<file path="src/rtl/ky32_pkg.sv">
// Shared KY32 buffering definitions: occupancy state encoding reused by the
// skid register and later buffering blocks.
package ky32_pkg;

    typedef enum logic [1:0] {
        EMPTY = 2'd0,
        BUSY  = 2'd1,
        FULL  = 2'd2
    } skid_state_t;

    // The encoding is chosen so the state value is the occupancy itself.
    function automatic logic [1:0] state_count(input skid_state_t s);
        return s;
    endfunction

endpackage

</file>
<file path="src/rtl/ky32_skid_reg_if.sv">
// Valid/ready handshake bundle around a KY32 skid register stage.
// master = the stage itself, slave = the surrounding logic driving it.
interface ky32_skid_reg_if #(
    parameter int WIDTH = 32
);
    logic             in_valid;
    logic [WIDTH-1:0] in_data;
    logic             in_ready;
    logic             out_valid;
    logic [WIDTH-1:0] out_data;
    logic             out_ready;
    logic [1:0]       count;

    modport master (
        input  in_valid, in_data, out_ready,
        output in_ready, out_valid, out_data, count
    );

    modport slave (
        output in_valid, in_data, out_ready,
        input  in_ready, out_valid, out_data, count
    );
endinterface

</file>
<file path="src/rtl/ky32_dffe_w.sv">
// WIDTH-wide enable register with async active-low clear and a synchronous
// flush that reloads the reset value.
module ky32_dffe_w #(
    parameter int               WIDTH   = 32,
    parameter logic [WIDTH-1:0] RST_VAL = '0
) (
    input  logic             clk,
    input  logic             clrn,
    input  logic             flush,
    input  logic             en,
    input  logic [WIDTH-1:0] d,
    output logic [WIDTH-1:0] q
);

    always_ff @(posedge clk or negedge clrn) begin
        if (!clrn)
            q <= RST_VAL;
        else if (flush)
            q <= RST_VAL;
        else if (en)
            q <= d;
    end

endmodule

</file>
<file path="src/rtl/ky32_skid_reg.sv">
// Two-entry skid pipeline register: full throughput, all handshake outputs
// decoded from flops so out_ready never reaches in_ready combinationally.
module ky32_skid_reg
    import ky32_pkg::*;
#(
    parameter int               WIDTH   = 32,
    parameter logic [WIDTH-1:0] RST_VAL = '0
) (
    input  logic             clk,
    input  logic             clrn,
    input  logic             flush,
    ky32_skid_reg_if.master  bus
);

    skid_state_t      state;
    logic             main_en;
    logic             skid_en;
    logic [WIDTH-1:0] main_d;
    logic [WIDTH-1:0] main_q;
    logic [WIDTH-1:0] skid_q;

    always_ff @(posedge clk or negedge clrn) begin
        if (!clrn) begin
            state <= EMPTY;
        end else if (flush) begin
            state <= EMPTY;
        end else begin
            case (state)
                EMPTY: if (bus.in_valid) state <= BUSY;
                BUSY: begin
                    if (bus.in_valid && !bus.out_ready)
                        state <= FULL;
                    else if (!bus.in_valid && bus.out_ready)
                        state <= EMPTY;
                end
                FULL: if (bus.out_ready) state <= BUSY;
                default: state <= EMPTY;
            endcase
        end
    end

    // When FULL the head refills from the skid entry; otherwise from upstream.
    always_comb begin
        main_en = 1'b0;
        skid_en = 1'b0;
        main_d  = bus.in_data;
        case (state)
            EMPTY: main_en = bus.in_valid;
            BUSY: begin
                main_en = bus.in_valid && bus.out_ready;
                skid_en = bus.in_valid && !bus.out_ready;
            end
            FULL: begin
                main_en = bus.out_ready;
                main_d  = skid_q;
            end
            default: ;
        endcase
    end

    ky32_dffe_w #(
        .WIDTH   (WIDTH),
        .RST_VAL (RST_VAL)
    ) u_main (
        .clk   (clk),
        .clrn  (clrn),
        .flush (flush),
        .en    (main_en),
        .d     (main_d),
        .q     (main_q)
    );

    ky32_dffe_w #(
        .WIDTH   (WIDTH),
        .RST_VAL (RST_VAL)
    ) u_skid (
        .clk   (clk),
        .clrn  (clrn),
        .flush (flush),
        .en    (skid_en),
        .d     (bus.in_data),
        .q     (skid_q)
    );

    assign bus.out_valid = (state != EMPTY);
    assign bus.in_ready  = (state != FULL);
    assign bus.out_data  = main_q;
    assign bus.count     = state_count(state);

endmodule

</file>
<file path="src/flat_wrapper.sv">
// flat-port wrapper written by rule: the top's interface ports become plain ports
module ky32_skid_reg_flat import ky32_pkg::*;
#(
    parameter int               WIDTH   = 32,
    parameter logic [WIDTH-1:0] RST_VAL = '0
)
  (clk, clrn, flush, bus_in_valid, bus_in_data, bus_out_ready, bus_in_ready, bus_out_valid, bus_out_data, bus_count);
  ky32_skid_reg_if #(.WIDTH(WIDTH)) bus_i ();
  input  logic clk;
  input  logic clrn;
  input  logic flush;
  input wire logic [$bits(bus_i.in_valid)-1:0] bus_in_valid;
  input wire logic [$bits(bus_i.in_data)-1:0] bus_in_data;
  input wire logic [$bits(bus_i.out_ready)-1:0] bus_out_ready;
  output wire logic [$bits(bus_i.in_ready)-1:0] bus_in_ready;
  output wire logic [$bits(bus_i.out_valid)-1:0] bus_out_valid;
  output wire logic [$bits(bus_i.out_data)-1:0] bus_out_data;
  output wire logic [$bits(bus_i.count)-1:0] bus_count;
  assign bus_i.in_valid = bus_in_valid;
  assign bus_i.in_data = bus_in_data;
  assign bus_i.out_ready = bus_out_ready;
  assign bus_in_ready = bus_i.in_ready;
  assign bus_out_valid = bus_i.out_valid;
  assign bus_out_data = bus_i.out_data;
  assign bus_count = bus_i.count;
  ky32_skid_reg #(.WIDTH(WIDTH), .RST_VAL(RST_VAL)) u_core (.clk(clk), .clrn(clrn), .flush(flush), .bus(bus_i));
endmodule
</file>
<file path="config.mk">
export PLATFORM = sky130hd
export DESIGN_NAME = ky32_skid_reg_flat
export DESIGN_NICKNAME = d
export VERILOG_FILES = /design/src/rtl/ky32_pkg.sv /design/src/rtl/ky32_skid_reg_if.sv /design/src/rtl/ky32_dffe_w.sv /design/src/rtl/ky32_skid_reg.sv /design/src/flat_wrapper.sv
export SDC_FILE = /design/constraint.sdc
export NUM_CORES = 1
export LEC_CHECK = 0
export ABC_AREA = 1
export CELL_PAD_IN_SITES_DETAIL_PLACEMENT = 0
export CELL_PAD_IN_SITES_GLOBAL_PLACEMENT = 1
export CORE_UTILIZATION = 40
export DETAILED_ROUTE_END_ITERATION = 8
export PLACE_DENSITY = 0.85
export SYNTH_ARGS = -nofsm -noshare
export SYNTH_HDL_FRONTEND = slang
export SYNTH_SLANG_ARGS = --single-unit
</file>
<file path="constraint.sdc">
create_clock -name clk -period 2 [get_ports clk]
set_clock_uncertainty 0.1 [all_clocks]
set_input_delay 0.4 -clock clk [delete_from_list [all_inputs] [get_ports clk]]
set_output_delay 0.4 -clock clk [all_outputs]
set_load 0.05 [all_outputs]
</file>
Word-level counts from Yosys, hierarchy flattened
Cells that the tools add are included.
Widths: inputs -> output; s select.
- reduce and logical (&&, ||, !) cells: 10
- equal/unequal tests: 6
- mux-type cells: 13
- operator list (cell ; count):
    $mux 32 ; 5
    $mux 2 ; 5
    $ne 3x3->1 const B ; 2
    $pmux 2 s3 ; 1
    $reduce_bool 2->1 ; 3
    $ne 4x2->1 const B ; 1
    $logic_and 1x1->1 ; 3
    $pmux 1 s3 ; 1
    $reduce_and 3->1 ; 1
    $eq 2x1->1 const B ; 1
    $eq 2x2->1 const B ; 1
    $logic_not 1->1 ; 2
    $logic_not 2->1 ; 1
    $ne 2x2->1 const B ; 1
    $mux 1 ; 1
- bits in registers: 66
- input port bits: 37
- output and inout port bits: 36

Logic depth before layout (Yosys ltp)
Gate-level depths: netlist of the first run.
- word-level depth: 6
- mapped depth: 8
- mapped depth without buffers: 6

Hierarchy
A second synthesis of the first run with hierarchy kept.
- cell total of the unflattened synthesis: 411
- area, all modules: 3290.7 µm²
- modules (own cells, without submodules) (module ; area an instance (µm²) ; times used ; seq. area each (µm²) ; cells an instance):
    ky32_dffe_w ; 1351.3 ; 2 ; 800.8 ; 140
    ky32_skid_reg ; 588.1 ; 1 ; 50.0 ; 131

Worst setup path after synthesis of the first run
No wires, ideal clock.
- path type: flip-flop to output port
- start: register u_core.state[0] (netlist: u_core.bus.count[0])
- end: output bus_in_ready
- path slack: 0.291 ns
- path buffers: 2
- data arrival time: 1.209 ns
- required time: 1.500 ns
- cell stages (with the launch flop): 5
- cell sequence: dfrtp_1 > inv_2 > nand2_2 > buf_6 > buf_6
- cells in the longest elaborated chain, start to end: 1
- ends and longest elaborated chain (item ; line ; RTL):
    start: declaration ; ky32_skid_reg.sv:15 ; skid_state_t state;
    start signal: assignment ; ky32_skid_reg.sv:24 ; state <= EMPTY;
    start signal: assignment ; ky32_skid_reg.sv:26 ; state <= EMPTY;
    start signal: assignment ; ky32_skid_reg.sv:29 ; EMPTY: if (bus.in_valid) state <= BUSY;
    $ne 2x2->1 ; ky32_skid_reg.sv:86 ; assign bus.in_ready = (state != FULL);
    end: declaration ; flat_wrapper.sv:15 ; output wire logic [$bits(bus_i.in_ready)-1:0] bus_in_ready;
No other way between the ends.

Final worst setup path of the first run
Ends and elaborated chain as after synthesis.

==> impl_metrics.csv, run 1 <==
group,metric,value,unit
synth,synth_nets,421,
synth,synth-seq-area-share,51.4,%
synth,yosysUniqueCellTypes,19,
cells_and_area,final_area,4220,um^2
route,vias,2851,
placement,dp_slack,0.0305,ns
setup_path,crit_path_end_kind,"output port",
route,drt-initial-drc-count,180,
timing,post-route-period-util,94.0,%
power,p_switching,1.02,mW
global_routing,antenna_found_initial,0,
floorplanning,start_util,41.4,%
setup_path,crit_type,"flip-flop to output port",
power,ir_worst_vdd,0.333,mV
synth,synth_top_area_share,51.4,%
outcome,status,"completed",
power,p_clk_share,35.8,%
placement,dpl-instance-area,4010,um^2
cts,root_buffer,"clkbuf_8",
route,drt.antenna.violating_nets,0,
synth,synth_area_per_cell,8.41,um^2
floorplanning,die_w,91.6,um
floorplanning,coreArea,7770,um^2
setup_path,rrSetupSlack,0.59,ns
global_routing,grt_remaining_overflow,0,
cells_and_area,final_net_count,488,
global_routing,grt_max_degree,67,
min_path,hp-class,"flip-flop to flip-flop",
placement,hpwlAfterDp,4650,um
cells_and_area,drive_gt1_share,11.9,%
timing,setup_viol,0,
global_routing,gr-usage-met1,26.1,%
cells_and_area,area_growth_syn_to_layout,31.5,%
power,p_per_area,817,nW/um^2
global_routing,grt_pass1_vias,2688,
synth,synth_area_leaders,"dfrtp_1 (51%), nand3_1 (16%), nand2_1 (8.2%)",
power,p_int,2.43,mW
synth,yosysTopAreaCell,"dfrtp_1",
setup_path,critPathArrivalTime,1.38,ns
cts,post_cts.repair.setup_buffers,0,
cts,cts_num_sinks,66,
timing,period_needed,1.88,ns
placement,dp_cells,539,
cts,clk_path_buf_depth,2,
cts,h-tree-depth,3,
route,dr.pass1.iters,4,
cells_and_area,final_cell_mix,"nand3_1 (100), nand2_1 (70), dfrtp_1 (66)",
timing,tightest_slew,0.516,ns
placement,port_buffers,72,
cells_and_area,final_cells,556,
setup_path,path_max_fanout,66,
synth,mappedNetlistArea,3210,um^2
power,p_leak,2.22,nW
cts,cts_buffers,9,
timing,slew_violations,0,
timing,fin_tns_setup,0,ns
cells_and_area,final_common_cell,"nand3_1",
timing,timing_hold_violations_final,0,
timing,holdWs,0.400,ns
cells_and_area,antenna_cells,0,
route,via_per_inst,5.13,
synth,yosysWarnings,0,
setup_path,cp.required,1.50,ns
placement,gp_congestion,0.738,
timing,rsz0062_at_grt,"false",
global_routing,grt_busiest_layer,"met2",
timing,setup_slack,0.120,ns
route,wire_per_inst,12.9,um
route,drcViolationCount,0,
synth,syn_inst,382,
route,postRouteWirelength,7150,um
global_routing,grtUsageMet2,28.9,%
floorplanning,die_h,91.6,um
power,switching_share,29.6,%
power,seqPwrFrac,43.0,%
cells_and_area,fillCellCount,757,
floorplanning,io_pins,73,
global_routing,grt_pass1_wl,12500,um
power,power.share.combinational,21.2,%
cts,clk_pin_slew,0.07,ns
cts,cts_tree,"done",
job,maxCapViolations,0,
global_routing,grtUsageTotal,18.9,%
setup_path,worstSetupStartpointType,"flip-flop",
global_routing,grt_use_met3,3.48,%
cts,clk_latency,0.34,ns
floorplanning,rows,32,
floorplanning,die_area,8400,um^2
synth,ys_seq_elements,66,
timing,max_freq,532,MHz
timing,max-slew-margin-rel,65.8,%
-- registers in the layout (all words and copies together) (netlist names) --
| signal | cells |
|---|---|
| u_core.bus.count | 2 |
| u_core.u_skid.q | 32 |
| u_core.u_main.q | 32 |
-- final cells by class --
class / count / area (um^2) / area share, %
Clock buffer: 11 / 141 / 3.35
Clock inverter: 5 / 77.6 / 1.84
Inverter: 40 / 150 / 3.55
Multi-Input combinational cell: 247 / 1190 / 28.3
Sequential cell: 66 / 1650 / 39.1
Tap cell: 102 / 128 / 3.02
Timing Repair Buffer: 85 / 881 / 20.9
-- power by group through the flow --
stage	Sequential (mW)	Clock, mW	Combinational, mW
4_1_cts	1.48	1.26	0.742
2_1_floorplan	1.69	0	0.278
3_5_place_dp	1.51	0	0.757
5_1_grt	1.50	1.32	0.803
3_3_place_gp	1.51	0	0.749
6_report	1.48	1.23	0.733
-- routing by layer --
layer	up-vias	routed length (um)	share of wire, %
li1	1395	-	-
met1	1361	3420	48
met2	88	3170	44
met3	7	473	6.6
met4	0	85	1.2
met5	-	0	0
-- worst paths after layout --
| kind | from | to | cells past startpoint |
|---|---|---|---|
| min in group asynchronous | clrn | u_core.u_main.q[26] | 2 |
| max in group asynchronous | clrn | u_core.u_main.q[5] | 3 |
| hold / removal | u_core.u_main.q[24] | u_core.u_main.q[24] | 2 |
| hold reg to reg | u_core.u_main.q[24] | u_core.u_main.q[24] | 2 |
| setup / recovery | u_core.bus.count[0] | bus_in_ready | 4 |
| setup reg to reg | u_core.bus.count[0] | u_core.u_main.q[12] | 7 |
-- cell families after synthesis --
kind of cell | Yosys count | share of synthesized area, %
AND/OR/NAND/NOR | 180 | 26.3
buffers and inverters | 69 | 11.4
flip-flops | 66 | 51.4
AO/OA/AOI/OAI | 65 | 10.1
adder cells (fa/ha/maj) | 2 | 0.779
-- Yosys cell counts --
cell type  instances
buf_1              3
nand3_2            3
dfrtp_1           66
buf_6             12
nand2_1           70
nand2_2            3
inv_2              3
nand3_1          100
nor2_2             1
buf_4              2
nor2_4             1
o21ai_1           16
o21ai_0           49
clkbuf_1           4
nand2_4            1
ha_1               2
nor2_1             1
inv_1             37
buf_2              8
-- through the flow --
stage	util (%)	power, mW
5_1_grt	54.4	3.62
3_3_place_gp	51.6	2.26
3_5_place_dp	51.6	2.27
6_report	54.4	3.45
4_1_cts	54.3	3.49
2_1_floorplan	-	1.97
-- critical path: stages (launching register included) --
cell	delay (ns)
dfrtp_1	0.42
inv_2	0.08
nand2_2	0.08
buf_12	0.24
buf_12	0.18
-- repair_timing --
action                                  CTS  global route
endpoints found under the hold margin    17             0
hold buffers                              1             0
resized for setup                        18             4
endpoints found under the setup margin   18             4
Note: power is estimated with default switching activity, not from simulation.
==> run 2, diff against run 1 <==
--- a/config.mk
+++ b/config.mk
@@ -10,6 +10,7 @@
 export CELL_PAD_IN_SITES_GLOBAL_PLACEMENT = 1
 export CORE_UTILIZATION = 40
 export DETAILED_ROUTE_END_ITERATION = 8
+export GPL_TIMING_DRIVEN = 0
 export PLACE_DENSITY = 0.85
 export SYNTH_ARGS = -nofsm -noshare
 export SYNTH_HDL_FRONTEND = slang
==> impl_metrics.csv, run 2 (same netlist as run 1, synthesis figures left out) <==
group,metric,value,unit
global_routing,grt_pass1_wl,14300,um
route,drcViolationCount,0,
floorplanning,die_area,8400,um^2
min_path,hp-class,"primary input to async pin",
global_routing,gr-usage-met1,30.6,%
timing,setup_viol,0,
power,design_power_total,3.15,mW
outcome,status,"completed",
setup_path,rr_endpoint,"u_core.u_main.q[27]",
cells_and_area,area_growth_syn_to_layout,30.3,%
floorplanning,start_util,41.4,%
job,maxCapViolations,0,
global_routing,grt_max_degree,67,
floorplanning,die_w,91.6,um
route,drt.antenna.violating_nets,0,
global_routing,antenna_found_initial,0,
cells_and_area,final_cell_mix,"nand3_1 (100), nand2_1 (70), dfrtp_1 (65)",
floorplanning,rows,32,
global_routing,grt_use_met3,4.98,%
setup_path,crit_path_end_kind,"output port",
setup_path,worstSetupStartpointType,"flip-flop",
placement,gp_congestion,0.800,
timing,max-slew-margin-rel,43.0,%
timing,timing_hold_violations_final,0,
setup_path,rrSetupSlack,0.49,ns
global_routing,grt_remaining_overflow,0,
cells_and_area,antenna_cells,0,
cells_and_area,final_cells,572,
route,wire_per_inst,14.5,um
cells_and_area,drive_gt1_share,11.1,%
route,dr.pass1.iters,4,
cts,cts_buffers,9,
cts,h-tree-depth,3,
cts,cts_tree,"done",
route,vias,2942,
cts,clk_pin_slew,0.07,ns
cells_and_area,fillCellCount,752,
floorplanning,coreArea,7770,um^2
cts,clk_path_buf_depth,2,
floorplanning,io_pins,73,
placement,dpl-instance-area,4060,um^2
setup_path,r2r-start,"u_core.bus.count[1]",
global_routing,grt_busiest_layer,"met2",
timing,rsz0062_at_grt,"false",
global_routing,grtUsageTotal,21.8,%
global_routing,grt_pass1_vias,2904,
setup_path,critPathArrivalTime,1.40,ns
cells_and_area,final_area,4190,um^2
timing,tightest_slew,0.854,ns
power,p_leak,2.24,nW
placement,hpwlAfterDp,5600,um
setup_path,startpoint,"u_core.bus.count[1]",
timing,max_freq,526,MHz
setup_path,reg2reg_depth,5,
timing,post-route-period-util,95.1,%
setup_path,crit_type,"flip-flop to output port",
setup_path,path_max_fanout,10,
route,via_per_inst,5.14,
power,ir_worst_vdd,0.309,mV
power,p_per_area,751,nW/um^2
setup_path,endpoint,"bus_in_ready",
cts,root_buffer,"clkbuf_8",
cells_and_area,final_common_cell,"nand3_1",
floorplanning,die_h,91.6,um
global_routing,grtUsageMet2,33.3,%
placement,dp_cells,556,
timing,slew_violations,0,
route,postRouteWirelength,8280,um
setup_path,cp.required,1.50,ns
cts,clk_latency,0.34,ns
cells_and_area,final_net_count,505,
cts,cts_num_sinks,66,
placement,port_buffers,72,
timing,period_needed,1.90,ns
route,drt-initial-drc-count,171,
-- run 2: cell count changes in the layout (fill, tap and decap cells not counted), sizes merged --
cell and delta:
dlygate4sd2 +12, clkbuf +5, bufinv -2, clkinv +2, buf +1, clkinvlp -1
dlygate4sd3 -1
-- run 2: through the flow --
step	util, %	setup TNS (ns)	hold WS (ns)	setup slack [ns]
floorplan	-	0	0.00441	0.291
global placement	52.3	-123.58	0.385	-1.87
detailed placement	52.3	-0.631	0.389	-0.206
CTS	53.7	0	0.0964	0.00309
global route	53.9	0	0.135	0.0138
finish	53.9	0	0.0503	0.0978
-- run 2: layer usage --
metal / wire length [um] / up-vias
li1: - / 1430
met1: 4050 / 1427
met5: 0 / -
met4: 133 / 0
met2: 3710 / 74
met3: 384 / 11
-- run 2: power breakdown --
group          internal, mW  switching [mW]  total (mW)
clock network         0.435           0.499       0.934
registers              1.44          0.0422        1.48
logic                 0.240           0.488       0.728
total                  2.12            1.03        3.15
-- run 2: how the worst min path moves through the flow --
stage / slack, ns / endpoint / from
floorplan: 0.004 / u_core.bus.count[0] / clrn
global placement: 0.38 / u_core.u_main.q[16] / u_core.u_main.q[16]
detailed placement: 0.39 / u_core.u_main.q[12] / u_core.u_main.q[12]
CTS: 0.1 / u_core.u_main.q[20] / clrn
global route: 0.14 / u_core.u_skid.q[25] / clrn
finish: 0.05 / u_core.bus.count[1] / clrn
-- run 2: area by class of cell --
cell class                 count  area (um^2)  share of cell area [%]
inverter                      40          150                    3.59
tap                          102          128                    3.05
multi-input combinational    247         1190                    28.5
buffer                        29          216                    5.17
sequential                    66         1650                    39.5
clock inverter                 4         20.0                   0.478
timing repair buffer          73          694                    16.6
clock buffer                  11          131                    3.14
-- run 2: timing repair --
| action | 4_1_cts | 5_1_grt |
|---|---|---|
| resized for setup | 37 | 8 |
| hold buffers | 0 | 0 |
| buffers inserted | 0 | 1 |
| endpoints found under the setup margin | 32 | 6 |
-- run 2: worst max-delay path, cell delays in order, from the launching register on --
cell	delay (ns)
dfrtp_2	0.45
nand2_2	0.12
buf_6	0.16
buf_6	0.16
buf_6	0.16
